<file path="src/rtl/addsub_alu_pipe.sv">
// Registered add/subtract ALU with a stored carry flag and a one-deep valid/ready output stage.
// Build option: define ADDSUB_ALU_SAT_EN to clamp overflowing results to the signed max/min.
module addsub_alu_pipe #(
  parameter int WIDTH = 8
) (
  input  logic             clk,
  input  logic             rst_n,
  input  logic             in_valid,
  output logic             in_ready,
  input  logic [1:0]       op,
  input  logic [WIDTH-1:0] a,
  input  logic [WIDTH-1:0] b,
  output logic             out_valid,
  input  logic             out_ready,
  output logic [WIDTH-1:0] result,
  output logic             carry,
  output logic             zero,
  output logic             overflow,
  output logic             negative,
  input  logic             clr_c
);

  localparam int MSB = WIDTH - 1;

  // Handshake: a bundle moves when valid and ready are both high at a rising
  // edge; valid never depends on ready, and the result slot frees itself in the
  // same cycle it is consumed, so ready = slot empty or being drained.
  logic             xfer;
  logic             c_flag;
  logic             sub;
  logic             cin;
  logic [WIDTH-1:0] b_eff;
  logic [WIDTH:0]   full;
  logic [WIDTH-1:0] sum;
  logic             ovf;
  logic [WIDTH-1:0] res_next;

  assign in_ready = !out_valid || out_ready;
  assign xfer     = in_valid && in_ready;

  always_comb begin
    sub   = op[0];
    b_eff = b ^ {WIDTH{sub}};
    // A clear coinciding with a transfer wins: the adder sees C = 0.
    cin   = op[1] ? (c_flag & ~clr_c) : sub;
    full  = {1'b0, a} + {1'b0, b_eff} + {{WIDTH{1'b0}}, cin};
    sum   = full[MSB:0];
    ovf   = (a[MSB] == b_eff[MSB]) && (sum[MSB] != a[MSB]);
    res_next = sum;
`ifdef ADDSUB_ALU_SAT_EN
    // On overflow the true result has the sign shared by both operands.
    if (ovf) begin
      res_next = a[MSB] ? {1'b1, {(WIDTH-1){1'b0}}} : {1'b0, {(WIDTH-1){1'b1}}};
    end
`endif
  end

  always_ff @(posedge clk or negedge rst_n) begin
    if (!rst_n) begin
      out_valid <= 1'b0;
      result    <= '0;
      carry     <= 1'b0;
      zero      <= 1'b0;
      overflow  <= 1'b0;
      negative  <= 1'b0;
      c_flag    <= 1'b0;
    end else begin
      if (xfer) begin
        out_valid <= 1'b1;
        result    <= res_next;
        carry     <= full[WIDTH];
        zero      <= ~|res_next;
        overflow  <= ovf;
        negative  <= res_next[MSB];
        c_flag    <= full[WIDTH];
      end else begin
        if (out_ready) begin
          out_valid <= 1'b0;
        end
        if (clr_c) begin
          c_flag <= 1'b0;
        end
      end
    end
  end

endmodule

</file>
<file path="config.mk">
export PLATFORM = sky130hd
export DESIGN_NAME = addsub_alu_pipe
export DESIGN_NICKNAME = d
export VERILOG_FILES = /design/src/rtl/addsub_alu_pipe.sv
export SDC_FILE = /design/constraint.sdc
export NUM_CORES = 1
export LEC_CHECK = 0
export ABC_CLOCK_PERIOD_IN_PS = 4780
export CORE_MARGIN = 10
export CORE_UTILIZATION = 45
export CTS_CLUSTER_SIZE = 28
export DETAILED_ROUTE_END_ITERATION = 10
export HOLD_SLACK_MARGIN = 0.12
export PLACE_DENSITY = 0.82
export SYNTH_ARGS = -nofsm -noshare
export SYNTH_HDL_FRONTEND = slang
export SYNTH_SLANG_ARGS = --single-unit
export TNS_END_PERCENT = 50
</file>
<file path="constraint.sdc">
create_clock -name clk -period 4.78 [get_ports clk]
set_input_delay 0.717 -clock clk [delete_from_list [all_inputs] [get_ports clk]]
set_output_delay 0.717 -clock clk [all_outputs]
set_load 0.05 [all_outputs]
</file>
==> parameters.txt <==
Parameter                              Value

Outcome
  Outcome    complete, no violations

Synth
  Synth area leaders    sky130_fd_sc_hd__dfrtp_1 (34%), sky130_fd_sc_hd__ha_1 (9.2%), sky130_fd_sc_hd__xor2_1 (8.3%)
  Top flip-flop cell by instance count after synthesis    sky130_fd_sc_hd__dfrtp_1
  Register area share after synthesis    0.342
  Synth Register Bits    13
  Count of cell types in the netlist    33
  Most repeated cell in the gate-level netlist after synthesis    sky130_fd_sc_hd__dfrtp_1
  Most area-hungry cell type in the Yosys netlist    sky130_fd_sc_hd__dfrtp_1
  Syn nets    130
  Post-synthesis instance total    98
  Most common library cells after synthesis    sky130_fd_sc_hd__dfrtp_1 (13), sky130_fd_sc_hd__nand2_1 (12), sky130_fd_sc_hd__xor2_1 (9), sky130_fd_sc_hd__a21oi_1 (7), sky130_fd_sc_hd__ha_1 (7)
  Number of enable flip-flop cells after synthesis    0
  Yosys synthesis warning count    0
  Share of flip-flops with an asynchronous set or reset after synthesis    1.00
  Share of Yosys cell area claimed by the top area cell type    0.342
  Average footprint of a synthesized cell    9.70 sq um
  Mapped cell area    951 sq um

Placement
  Placed Instances    157
  Buffers added on ports    36
  GP Congestion    0.872
  Post-DP HPWL    1.95 mm

Detailed routing
  Remaining design rule violation count    0
  Number of nets with antenna violations after detailed routing    0
  Detailed Routing Iterations Pass 1    4
  Final WL    2.29 mm
  Vias after detailed routing    837
  Number of violations reported at the end of detailed-routing iteration 0    13
  Vias/cell    5.20
  Routed length per placed instance    14.2 um

Die
  Vertical die dimension    66.0 um
  Initial core utilization    0.480
  Row count    16
  I/O pin total    37
  Chip Width    66.0 um
  Core region area    0.00198 sq mm
  Die Outline Area    0.00435 sq mm

Global routing
  Number of antenna violations at the first check in global routing    0
  Wire length of the first global-routing pass    3.71 mm
  All-Layer GR Usage    0.103
  Largest net degree at the start of global routing    21
  Via count of the first global-routing pass    839
  Total congestion overflow after global routing    0

Clocking
  Clock Latency Late Sink    280 ps
  Clk sink count    13
  TritonCTS clock tree    yes
  Clk buf depth    2
  Reg clk slew, reported paths    80 ps
  Setup Buffers After CTS    0
  Cells resized by post-CTS repair    0
  Root buffer selected by CTS    sky130_fd_sc_hd__clkbuf_4
  H-tree depth    1
  Hold-fix buffers, CTS    0
  Total CTS buffers    3

Job
  Max-capacitance violation count    0

Timing
  Maximum clock frequency    0.318 GHz
  Total negative setup slack    0 ps
  Number of setup violations in the final report    0
  Worst clock skew on the final layout    1.80 ps
  Final Hold Violating Endpoints    0
  Slew at the pin closest to its max-slew limit    582 ps
  Max-slew violations    0
  RSZ-0062 raised after global routing    false
  Min Tclk post-route    3140 ps
  Normalized max-slew margin    0.611
  Fin crit share    0.657

Critical path
  WP buf/inv    1
  Crit path launch type    input pin
  Critical path class    input pin to register
  Endpoint required time on the critical path    4970 ps
  Top Family by Delay on Critical Path    adder cells
  Crit path DAT    3340 ps
  Slowest Stage Delay on Critical Path    770 ps
  Crit. End Element    register
  Crit-path slowest cell    sky130_fd_sc_hd__clkdlybuf4s50_1
  Cell with the most instances on the worst path    sky130_fd_sc_hd__fa_1
  Worst path cell trace    clkdlybuf4s50_1 > xnor2_1 > fa_1 > fa_1 > nor2b_4 > o31a_1 > o21a_1 > o22ai_1 > o31ai_2
  Crit path max fanout    9

Layout
  Final instance count without filler cells    161
  Layout Nets    167
  Synth-to-Final Area Change    41.8%
  Antenna diodes    0
  Fraction of layout instances using a drive strength above 1    0.0746

Power and ir drop
  Leakage power    0.584 nW
  Total power divided by cell area    372 mW/mm^2
  Worst IR drop on VDD    0.000206 V

Min path
  Hold/Removal Path Class    register to register
## metrics by stage
| step | power [mW] | setup slack (ps) | cell area [sq um] | hold slack (ps) | utilization |
|---|---|---|---|---|---|
| 2_1_floorplan | 0.345 | 2100 | 951 | 421 | - |
| 3_3_place_gp | 0.431 | 1420 | 1320 | 460 | 0.667 |
| 3_5_place_dp | 0.436 | 1350 | 1320 | 477 | 0.667 |
| 4_1_cts | 0.505 | 1640 | 1350 | 494 | 0.681 |
| 5_1_grt | 0.527 | 1510 | 1350 | 520 | 0.681 |
| 6_report | 0.501 | 1640 | 1350 | 491 | 0.681 |
## routing by layer
metal | track usage | share of wire | up-vias
li1 | - | - | 416
met1 | 0.120 | 0.42 | 392
met2 | 0.171 | 0.49 | 26
met3 | 0.0237 | 0.082 | 3
met4 | 0.0550 | 0.012 | 0
met5 | 0 | 0 | -
## registers in the layout, summed over array words and instances, names as in the netlist
register,cells
result,8
c_flag,1
carry,1
out_valid,1
overflow,1
zero,1
## power breakdown
part	total, mW	switching [mW]	internal [mW]
sequential	0.146	0.0124	0.134
clock	0.0688	0.0364	0.0324
combinational	0.286	0.178	0.109
total	0.501	0.226	0.275
## kinds of logic (layout without fill, tap and decap cells)
family,after synthesis,after routing,synth area share
flip-flops,13,13,0.342
XOR/XNOR,12,12,0.111
AND/OR/NAND/NOR,25,25,0.134
adder cells (fa/ha/maj),9,9,0.134
AO/OA/AOI/OAI,30,30,0.221
multiplexers,2,2,0.0224
buffers and inverters,7,43,0.0355
## worst register-to-register path, delay by kind of cell (launching register included)
kind	cells	cell delay, ps
compound gates	4	640
fa+ha+maj	2	880
flops	1	320
mux	1	120
simple gates	2	330
## layout make-up
cell class,instances,area [sq um]
clock buffer,4,26.3
multi-input combinational,78,592
tap,27,33.8
fill,150,633
inverter,3,11.3
sequential,13,325
timing repair buffer,36,360
## path summary, 6_finish.rpt
| path | startpoint | end | slack [ps] | cells after the start |
|---|---|---|---|---|
| setup / recovery | op[0] | zero | 1640 | 9 |
| setup reg to reg | c_flag | zero | 2410 | 9 |
| hold / removal | result[1] | result[1] | 490 | 2 |
| max in group asynchronous | rst_n | result[4] | 3620 | 1 |
| min in group asynchronous | rst_n | overflow | 790 | 1 |
| hold reg to reg | result[1] | result[1] | 490 | 2 |
## placed cells by master (no fill, tap or decap), drive strengths merged
cell type / instances
xor2: 9
nand3b: 1
ha: 7
o21ai: 6
dfrtp: 13
o211ai: 1
nor2b: 2
o22ai: 1
nand2: 13
nor2: 3
mux2: 1
nand2b: 2
a21oi: 9
o21a: 4
clkbuf: 4
fa: 2
xnor2: 3
a21o: 2
o31a: 1
o31ai: 5
nor3: 3
inv: 3
clkdlybuf4s50: 36
o211a: 1
mux2i: 1
nand3: 1
No activity file was read; power rests on OpenSTA's default activity.
